--- config.mk ---
export PLATFORM = sky130hd
export DESIGN_NAME = poly_tone_gen
export DESIGN_NICKNAME = d
export VERILOG_FILES = /design/src/rtl/poly_tone_gen.sv
export SDC_FILE = /design/constraint.sdc
export NUM_CORES = 1
export LEC_CHECK = 0
export ABC_AREA = 1
export ABC_CLOCK_PERIOD_IN_PS = 8200
export BUFFER_PORTS_ARGS = -buffer_cell sky130_fd_sc_hd__buf_2
export CELL_PAD_IN_SITES_DETAIL_PLACEMENT = 1
export CELL_PAD_IN_SITES_GLOBAL_PLACEMENT = 1
export CORE_ASPECT_RATIO = 0.6
export CORE_MARGIN = 1
export CORE_UTILIZATION = 45
export CTS_CLUSTER_SIZE = 20
export DETAILED_ROUTE_END_ITERATION = 16
export PLACE_DENSITY_LB_ADDON = 0.1
export SLEW_MARGIN = 0
export SYNTH_ARGS = -nofsm -noshare
export SYNTH_HDL_FRONTEND = slang
export SYNTH_SLANG_ARGS = --single-unit
--- constraint.sdc ---
create_clock -name CLK100MHZ -period 8.2 [get_ports CLK100MHZ]
set_clock_uncertainty 0.05 [all_clocks]
set_input_delay 1.64 -clock CLK100MHZ [delete_from_list [all_inputs] [get_ports CLK100MHZ]]
set_output_delay 1.64 -clock CLK100MHZ [all_outputs]
set_load 0.01 [all_outputs]
--- src/rtl/poly_tone_gen.sv ---
// Polyphonic square-wave tone generator with per-voice note timers and a
// PWM mixer.
// Each voice turns a 6-bit note code into a square wave. A per-semitone base
// divider runs in series with an octave divider. A shared tick counts down
// the note duration.
module poly_tone_gen #(
  parameter int CLK_HZ  = 100000000,
  parameter int VOICES  = 2,
  parameter int TICK_HZ = 16,
  parameter int DUR_W   = 8,
  parameter int MIX_W   = 7,
  localparam int VW     = (VOICES > 1) ? $clog2(VOICES) : 1
) (
  input  logic              CLK100MHZ,
  input  logic              reset,
  input  logic              in_valid,
  output logic              in_ready,
  input  logic [VW-1:0]     in_voice,
  input  logic [5:0]        in_note,
  input  logic [DUR_W-1:0]  in_dur,
  output logic [VOICES-1:0] voice_wave,
  output logic [VOICES-1:0] voice_busy,
  output logic              mix_out,
  output logic              tick
);

  localparam int TICK_DIV = CLK_HZ / TICK_HZ;
  localparam int TW       = (TICK_DIV > 1) ? $clog2(TICK_DIV) : 1;

  // Base dividers for semitones A..G#, octave 0 (110 Hz .. 208 Hz).
  localparam int DIV_TAB [12] = '{
    CLK_HZ/512/110 - 1, CLK_HZ/512/117 - 1, CLK_HZ/512/123 - 1,
    CLK_HZ/512/131 - 1, CLK_HZ/512/139 - 1, CLK_HZ/512/147 - 1,
    CLK_HZ/512/156 - 1, CLK_HZ/512/165 - 1, CLK_HZ/512/175 - 1,
    CLK_HZ/512/185 - 1, CLK_HZ/512/196 - 1, CLK_HZ/512/208 - 1
  };
  // The lowest note has the largest divider, so it sets the counter width.
  localparam int DIV_MAX  = CLK_HZ/512/110 - 1;
  localparam int NW       = (DIV_MAX > 0) ? $clog2(DIV_MAX + 1) : 1;

  function automatic logic [NW-1:0] noteDiv(input logic [5:0] code);
    logic [3:0] semi;
    semi    = 4'(code % 6'd12);
    noteDiv = NW'(DIV_TAB[semi]);
  endfunction

  function automatic logic [7:0] octReload(input logic [5:0] code);
    logic [2:0] oct;
    oct       = 3'(code / 6'd12);
    octReload = 8'hFF >> oct;
  endfunction

  logic [TW-1:0]                 tickCnt_q, tickCnt_d;
  logic                          tick_q, tick_d;
  logic [VOICES-1:0]             busy_q, busy_d;
  logic [VOICES-1:0]             wave_q, wave_d;
  logic [VOICES-1:0][5:0]        note_q, note_d;
  logic [VOICES-1:0][DUR_W-1:0]  remain_q, remain_d;
  logic [VOICES-1:0][NW-1:0]     noteCnt_q, noteCnt_d;
  logic [VOICES-1:0][7:0]        octCnt_q, octCnt_d;
  logic [MIX_W-1:0]              phase_q, phase_d;
  logic [MIX_W-1:0]              highCount;
  logic                          mix_q, mix_d;
  logic                          inReady;
  logic                          accept;

  // A voice index with no matching voice never reports ready.
  always_comb begin
    inReady = 1'b0;
    for (int v = 0; v < VOICES; v++) begin
      if (in_voice == VW'(v)) begin
        inReady = ~busy_q[v];
      end
    end
  end

  assign accept = in_valid & inReady;

  // The tick strobe comes from a free-running counter that wraps every TICK_DIV cycles.
  always_comb begin
    tick_d    = (tickCnt_q == TW'(TICK_DIV - 1));
    tickCnt_d = tick_d ? '0 : tickCnt_q + TW'(1);
  end

  // Each voice either loads a new note, times out, or runs its divider chain.
  always_comb begin
    busy_d    = busy_q;
    wave_d    = wave_q;
    note_d    = note_q;
    remain_d  = remain_q;
    noteCnt_d = noteCnt_q;
    octCnt_d  = octCnt_q;
    for (int v = 0; v < VOICES; v++) begin
      if (accept && (in_voice == VW'(v))) begin
        busy_d[v]    = 1'b1;
        wave_d[v]    = 1'b0;
        note_d[v]    = in_note;
        remain_d[v]  = in_dur;
        noteCnt_d[v] = noteDiv(in_note);
        octCnt_d[v]  = octReload(in_note);
      end else if (busy_q[v]) begin
        if (tick_q && (remain_q[v] <= DUR_W'(1))) begin
          busy_d[v]    = 1'b0;
          wave_d[v]    = 1'b0;
          note_d[v]    = '0;
          remain_d[v]  = '0;
          noteCnt_d[v] = '0;
          octCnt_d[v]  = '0;
        end else begin
          if (tick_q) begin
            remain_d[v] = remain_q[v] - DUR_W'(1);
          end
          if (noteCnt_q[v] == '0) begin
            noteCnt_d[v] = noteDiv(note_q[v]);
            if (octCnt_q[v] == 8'd0) begin
              octCnt_d[v] = octReload(note_q[v]);
              if (note_q[v] != 6'd0) begin
                wave_d[v] = ~wave_q[v];
              end
            end else begin
              octCnt_d[v] = octCnt_q[v] - 8'd1;
            end
          end else begin
            noteCnt_d[v] = noteCnt_q[v] - NW'(1);
          end
        end
      end else begin
        wave_d[v]    = 1'b0;
        noteCnt_d[v] = '0;
        octCnt_d[v]  = '0;
      end
    end
  end

  // The mixer is high for n of every 2^MIX_W cycles, where n is the number of high waves.
  always_comb begin
    highCount = '0;
    for (int v = 0; v < VOICES; v++) begin
      highCount = highCount + MIX_W'(wave_q[v]);
    end
    phase_d = phase_q + MIX_W'(1);
    mix_d   = (phase_q < highCount);
  end

  // All state registers; reset aborts every note immediately.
  always_ff @(posedge CLK100MHZ or posedge reset) begin
    if (reset) begin
      tickCnt_q <= '0;
      tick_q    <= 1'b0;
      busy_q    <= '0;
      wave_q    <= '0;
      note_q    <= '0;
      remain_q  <= '0;
      noteCnt_q <= '0;
      octCnt_q  <= '0;
      phase_q   <= '0;
      mix_q     <= 1'b0;
    end else begin
      tickCnt_q <= tickCnt_d;
      tick_q    <= tick_d;
      busy_q    <= busy_d;
      wave_q    <= wave_d;
      note_q    <= note_d;
      remain_q  <= remain_d;
      noteCnt_q <= noteCnt_d;
      octCnt_q  <= octCnt_d;
      phase_q   <= phase_d;
      mix_q     <= mix_d;
    end
  end

  assign in_ready   = inReady;
  assign voice_wave = wave_q;
  assign voice_busy = busy_q;
  assign mix_out    = mix_q;
  assign tick       = tick_q;

endmodule

# == After elaboration in Yosys (flattened, before gate mapping) ==
# Memories as Yosys holds them, arrays and structs flattened.
# Cells that the tools add are included.
# op_classes
bitwise,9
magnitude_cmp,6
n_shift,3
n_reduce_logical,22
n_mul,0
n_eq_ne,7
n_addsub,9
n_mux,58
div_mod_pow,6
# op_table
cell,n
11-bit 2-to-1 mux,14
8-bit 2-to-1 mux,18
6-bit 2-to-1 mux,6
"8-bit by 1-bit subtractor with 8-bit output, second input constant",4
"4-bit by 1-bit != test with 1-bit output, second input constant",6
"8-bit by 3-bit >> shifter with 8-bit output, first input constant",3
"23-bit by 1-bit adder with 23-bit output, second input constant",1
"23-bit == test, second input constant",1
23-bit 2-to-1 mux,1
11-bit logical NOT,2
"11-bit by 1-bit subtractor with 11-bit output, second input constant",2
1-bit 2-to-1 mux,19
"6-bit by 4-bit divider with 6-bit output, second input constant",3
"6-bit by 4-bit remainder unit with 6-bit output, second input constant",3
"8-bit by 1-bit less-or-equal comparator with 1-bit output, second input constant",2
8-bit logical NOT,2
"5-bit >= comparator, second input constant",3
4-bit inverter with 5-bit output,3
6-bit nonzero test,2
2-bit AND reduction,4
2-bit nonzero test,4
"7-bit by 1-bit adder with 7-bit output, second input constant",1
7-bit by 2-bit less-than comparator with 1-bit output,1
3-bit AND reduction,2
other kinds (5),13
# word_totals
inputBits,18
rom_bits,1536
latch_bits,0
wordCells,138
reg_bits,102
output_inout_bits,7
memories,3
ram_bits,0
# memory_table
memory,words,width,rd,rd_clocked_by_memory_dff,wr,line_no,rtl
(name not given),16,32,1,0,0,44,noteDiv = NW'(DIV_TAB[semi]);
(name not given),16,32,1,0,0,44,
(name not given),16,32,1,0,0,44,

# == Logic depth before layout (Yosys ltp) ==
# logic_depth
depth_word,9
ltp_mapped,15
mapped_depth_nobuf,15

# == Worst setup path after synthesis ==
# Ideal clock, no wire load.
# synth_path
kind,input to output
start,in in_voice
end,out in_ready
path_stages,1
arrival_ps,1912
n_path_buf,0
t_required_ps,6510
slack_ps,4598
cell_sequence,o21ai_0
# synth_between
elab_chain_len,1
# synth_lines
item,line_no,rtl
from (decl),18,"input logic [VW-1:0] in_voice,"
1-bit 2-to-1 mux,71,if (in_voice == VW'(v)) begin
to (decl),17,"output logic in_ready,"
# No other way between the ends.

# == Worst setup path after layout ==
# layout_path
start,in in_voice
end,reg remain_q[11] (netlist name)
# layout_between
elab_chain_len,5
word_cells_on_any_way,7
classes_between,2 x mux; 1 x bitwise; 4 x reduce/logical
# layout_lines
item,line_no,rtl
1-bit 2-to-1 mux,71,
1-bit bitwise AND,77,assign accept = in_valid & inReady;
1-bit logical AND *,94,if (accept && (in_voice == VW'(v))) begin
3-bit nonzero test (no line) / 2-bit nonzero test (equally long branches),-,
2-bit AND reduction (no line),-,
to (signal assigned),164,remain_q <= remain_d;
to (decl),58,"logic [VOICES-1:0][DUR_W-1:0] remain_q, remain_d;"
# Every way passes the cells marked *; elsewhere a longest branch is shown, timed or not.
# A chain may end at the register's enable or synchronous reset.

==> results.json <==
{
  "fin_crit_ns": 3.87,
  "grt_pass1_vias": 6516,
  "routedWlPerCell_um": 17.3,
  "wl_met1_um": 11700,
  "worstPathRequired_ns": 8.37,
  "cp-startpoint": "in_voice",
  "cp_top_family": "simple AND/OR/NAND/NOR gates",
  "slowest_delay_ns": 0.76,
  "antenna_found_initial": 0,
  "viasPerCell": 5.44,
  "slowest_stage": "nor2_1",
  "slew_headroom_pct": 33.5,
  "fin_nets": 1045,
  "async_reset_ff_share_pct": 100,
  "routed.top_layer": "met4",
  "clock-sinks": 102,
  "drive_gt1_share_pct": 7.23,
  "cts_buffers": 9,
  "crit_chain": "buf_2 -> nand2_1 -> nor2_1 -> inv_1 -> o21ai_1 -> nor2_1 -> nand2_1 -> o21ai_1",
  "tightest_slew_ns": 0.993,
  "overflow": 0,
  "seqCellArea_mm2": 0.00255,
  "dpl.hpwl_um": 15800,
  "io_buffers": 24,
  "drv_slew": 0,
  "synth-edff-count": 0,
  "p_leak_nw": 3.84,
  "nFillCells": 1936,
  "path_class": "input pin to flop",
  "status": "finished, final reports clean",
  "initial_core_util_pct": 47.1,
  "rows": 34,
  "grt_util_all_layers_pct": 27.6,
  "synth.distinct_cells": 39,
  "cp_max_fo": 20,
  "core-area_mm2": 0.0148,
  "area_growth_syn_to_layout_pct": 8.78,
  "cp_num_buf_inv": 2,
  "wirelength_um": 20700,
  "grt_max_degree": 61,
  "crit_path_end_kind": "flop",
  "clkLatencyLatePin_ns": 0.36,
  "met3_length_um": 744,
  "final_cell_mix": "nand2_1 (225), inv_1 (148), nand3_1 (106)",
  "route.detailed.drc": 0,
  "wl_met2_um": 8130,
  "htree_levels": 3,
  "cts_resized": 0,
  "power.density_mw_per_mm2": 134,
  "clock.fmax_ghz": 0.258,
  "yosys_warnings": 0,
  "fin_tns_setup_ns": 0,
  "multi_input_area_mm2": 0.00381,
  "dr.pass1.iters": 4,
  "netlist_instances": 966,
  "path_clk_slew_ns": 0.08,
  "vdd_drop_max_v": 0.0000878,
  "final_common_cell": "nand2_1",
  "ys.flop_type": "dfrtp_1",
  "clock-root-buffer": "clkbuf_16",
  "clk_path_buf_depth": 2,
  "startpoint_type": "input pin",
  "timing.rr.start": "voice_busy[1]",
  "rsz0062_at_grt": "no",
  "total_power_mw": 1.02,
  "ant_nets": 0,
  "hp-class": "flop to flop",
  "post_cts_buffers": 0,
  "drv_cap": 0,
  "drtIter0Drc": 412,
  "finalSetupViolations": 0,
  "utilization_pct": 51.3,
  "syn-cell-area_mm2": 0.00700,
  "finalCritPeriodShare_pct": 47.2,
  "synth_area_per_cell_um2": 7.24,
  "min_from": "phase_q[5]",
  "synth_nets": 1020,
  "die_h_um": 98.6,
  "synth-seq-cells": 102,
  "diodes": 0,
  "cts_tree": "built",
  "finalHoldViolCount": 0,
  "worstPathArrival_ns": 4.04,
  "io_pins": 25,
  "vias": 6491,
  "gp_congestion": 0.866,
  "cts-hold-fix-buffers": 0,
  "grt_pass1_wl_um": 34600,
  "die_w_um": 163,
  "dieArea_mm2": 0.0161,
  "yosysSeqAreaShare_pct": 36.5
}
## cell type report
type,count,share of cell area (%)
Clock buffer,10,3.01
Clock inverter,6,0.937
Inverter,153,7.58
Multi-Input combinational cell,700,50.0
Sequential cell,102,33.5
Tap cell,198,3.25
Timing Repair Buffer,25,1.68
## per-stage QoR
stage | instance area, µm² | hold WS (ns) | setup slack, ns | std cells
finish | 7610 | 0.416 | 4.33 | 1194
global route | 7610 | 0.452 | 4.09 | 1194
CTS | 7610 | 0.423 | 4.32 | 1194
detailed placement | 7310 | 0.409 | 3.95 | 1178
global placement | 7310 | 0.407 | 4.05 | 1178
floorplan | 7000 | 0.388 | 3.83 | 966
## worst paths after layout
check / to / cells past startpoint / slack [ns]
worst max-delay path: remain_q[11] / 8 / 4.33
worst min-delay path: phase_q[5] / 1 / 0.42
worst max register to register: remain_q[11] / 8 / 5.11
worst min register to register: phase_q[5] / 1 / 0.42
max in group asynchronous: noteCnt_q[11] / 3 / 5.56
min in group asynchronous: tickCnt_q[8] / 2 / 1.31
## per-layer routing
layer	global-route usage, %	up-vias
met2	38.9	95
met3	4.88	9
met5	0	-
met4	4.46	0
li1	-	3222
met1	43.8	3165
## power by group
| group | switching (mW) | total (mW) | internal [mW] | leakage (nW) |
|---|---|---|---|---|
| clock network | 0.204 | 0.444 | 0.239 | 0.139 |
| logic | 0.0537 | 0.0723 | 0.0185 | 2.53 |
| registers | 0.00316 | 0.508 | 0.504 | 1.16 |
| total | 0.261 | 1.02 | 0.762 | 3.84 |
## logic make-up (layout without fill, tap and decap cells)
logic type / count (synthesis) / count (layout) / share of synthesized area [%]
AOI/OAI and AO/OA: 140 / 140 / 11.5
xor gates and xnor gates: 41 / 41 / 5.13
adders and majority gates: 36 / 36 / 6.44
buffers and inverters: 164 / 194 / 9.12
DFF: 102 / 102 / 36.5
and+or+nand+nor: 483 / 483 / 31.3
## sequential cells by signal, indices dropped and copies added (netlist names)
register / count
phase_q: 7
note_q: 12
mix_out: 1
tick: 1
noteCnt_q: 22
voice_busy: 2
octCnt_q: 16
remain_q: 16
voice_wave: 2
tickCnt_q: 23
## worst reg2reg max path, delay by kind of cell, from the launching register on
| kind | cells | cell delay [ns] |
|---|---|---|
| DFF | 1 | 0.41 |
| AOI/OAI and AO/OA | 2 | 0.64 |
| and+or+nand+nor | 4 | 1.03 |
| buffers and inverters | 2 | 0.84 |
## synthesized netlist by cell type (2+ instances only)
cell | count | area (µm²)
o211ai_1 | 8 | 60.1
nor3_4 | 2 | 32.5
xor2_1 | 32 | 280
buf_2 | 6 | 30.0
or2_2 | 3 | 18.8
o21ai_0 | 56 | 280
o221ai_1 | 10 | 87.6
xnor2_1 | 9 | 78.8
inv_1 | 149 | 559
nand2_1 | 225 | 845
nand4_1 | 22 | 138
o21ai_1 | 3 | 15.0
nand3b_1 | 4 | 30.0
ha_1 | 36 | 450
nor2_4 | 4 | 45.0
nand2_2 | 7 | 43.8
buf_4 | 2 | 15.0
a21oi_1 | 38 | 190
inv_2 | 4 | 15.0
nand3_1 | 106 | 531
o22ai_1 | 8 | 50.1
o21ai_2 | 3 | 26.3
nor3_1 | 20 | 100
a22oi_1 | 2 | 15.0
clkbuf_1 | 2 | 7.51
a31oi_1 | 8 | 50.1
nor2_2 | 5 | 31.3
nor4_1 | 5 | 31.3
dfrtp_1 | 102 | 2550
nor2_1 | 76 | 285
No activity file was read; power rests on OpenSTA's default activity.
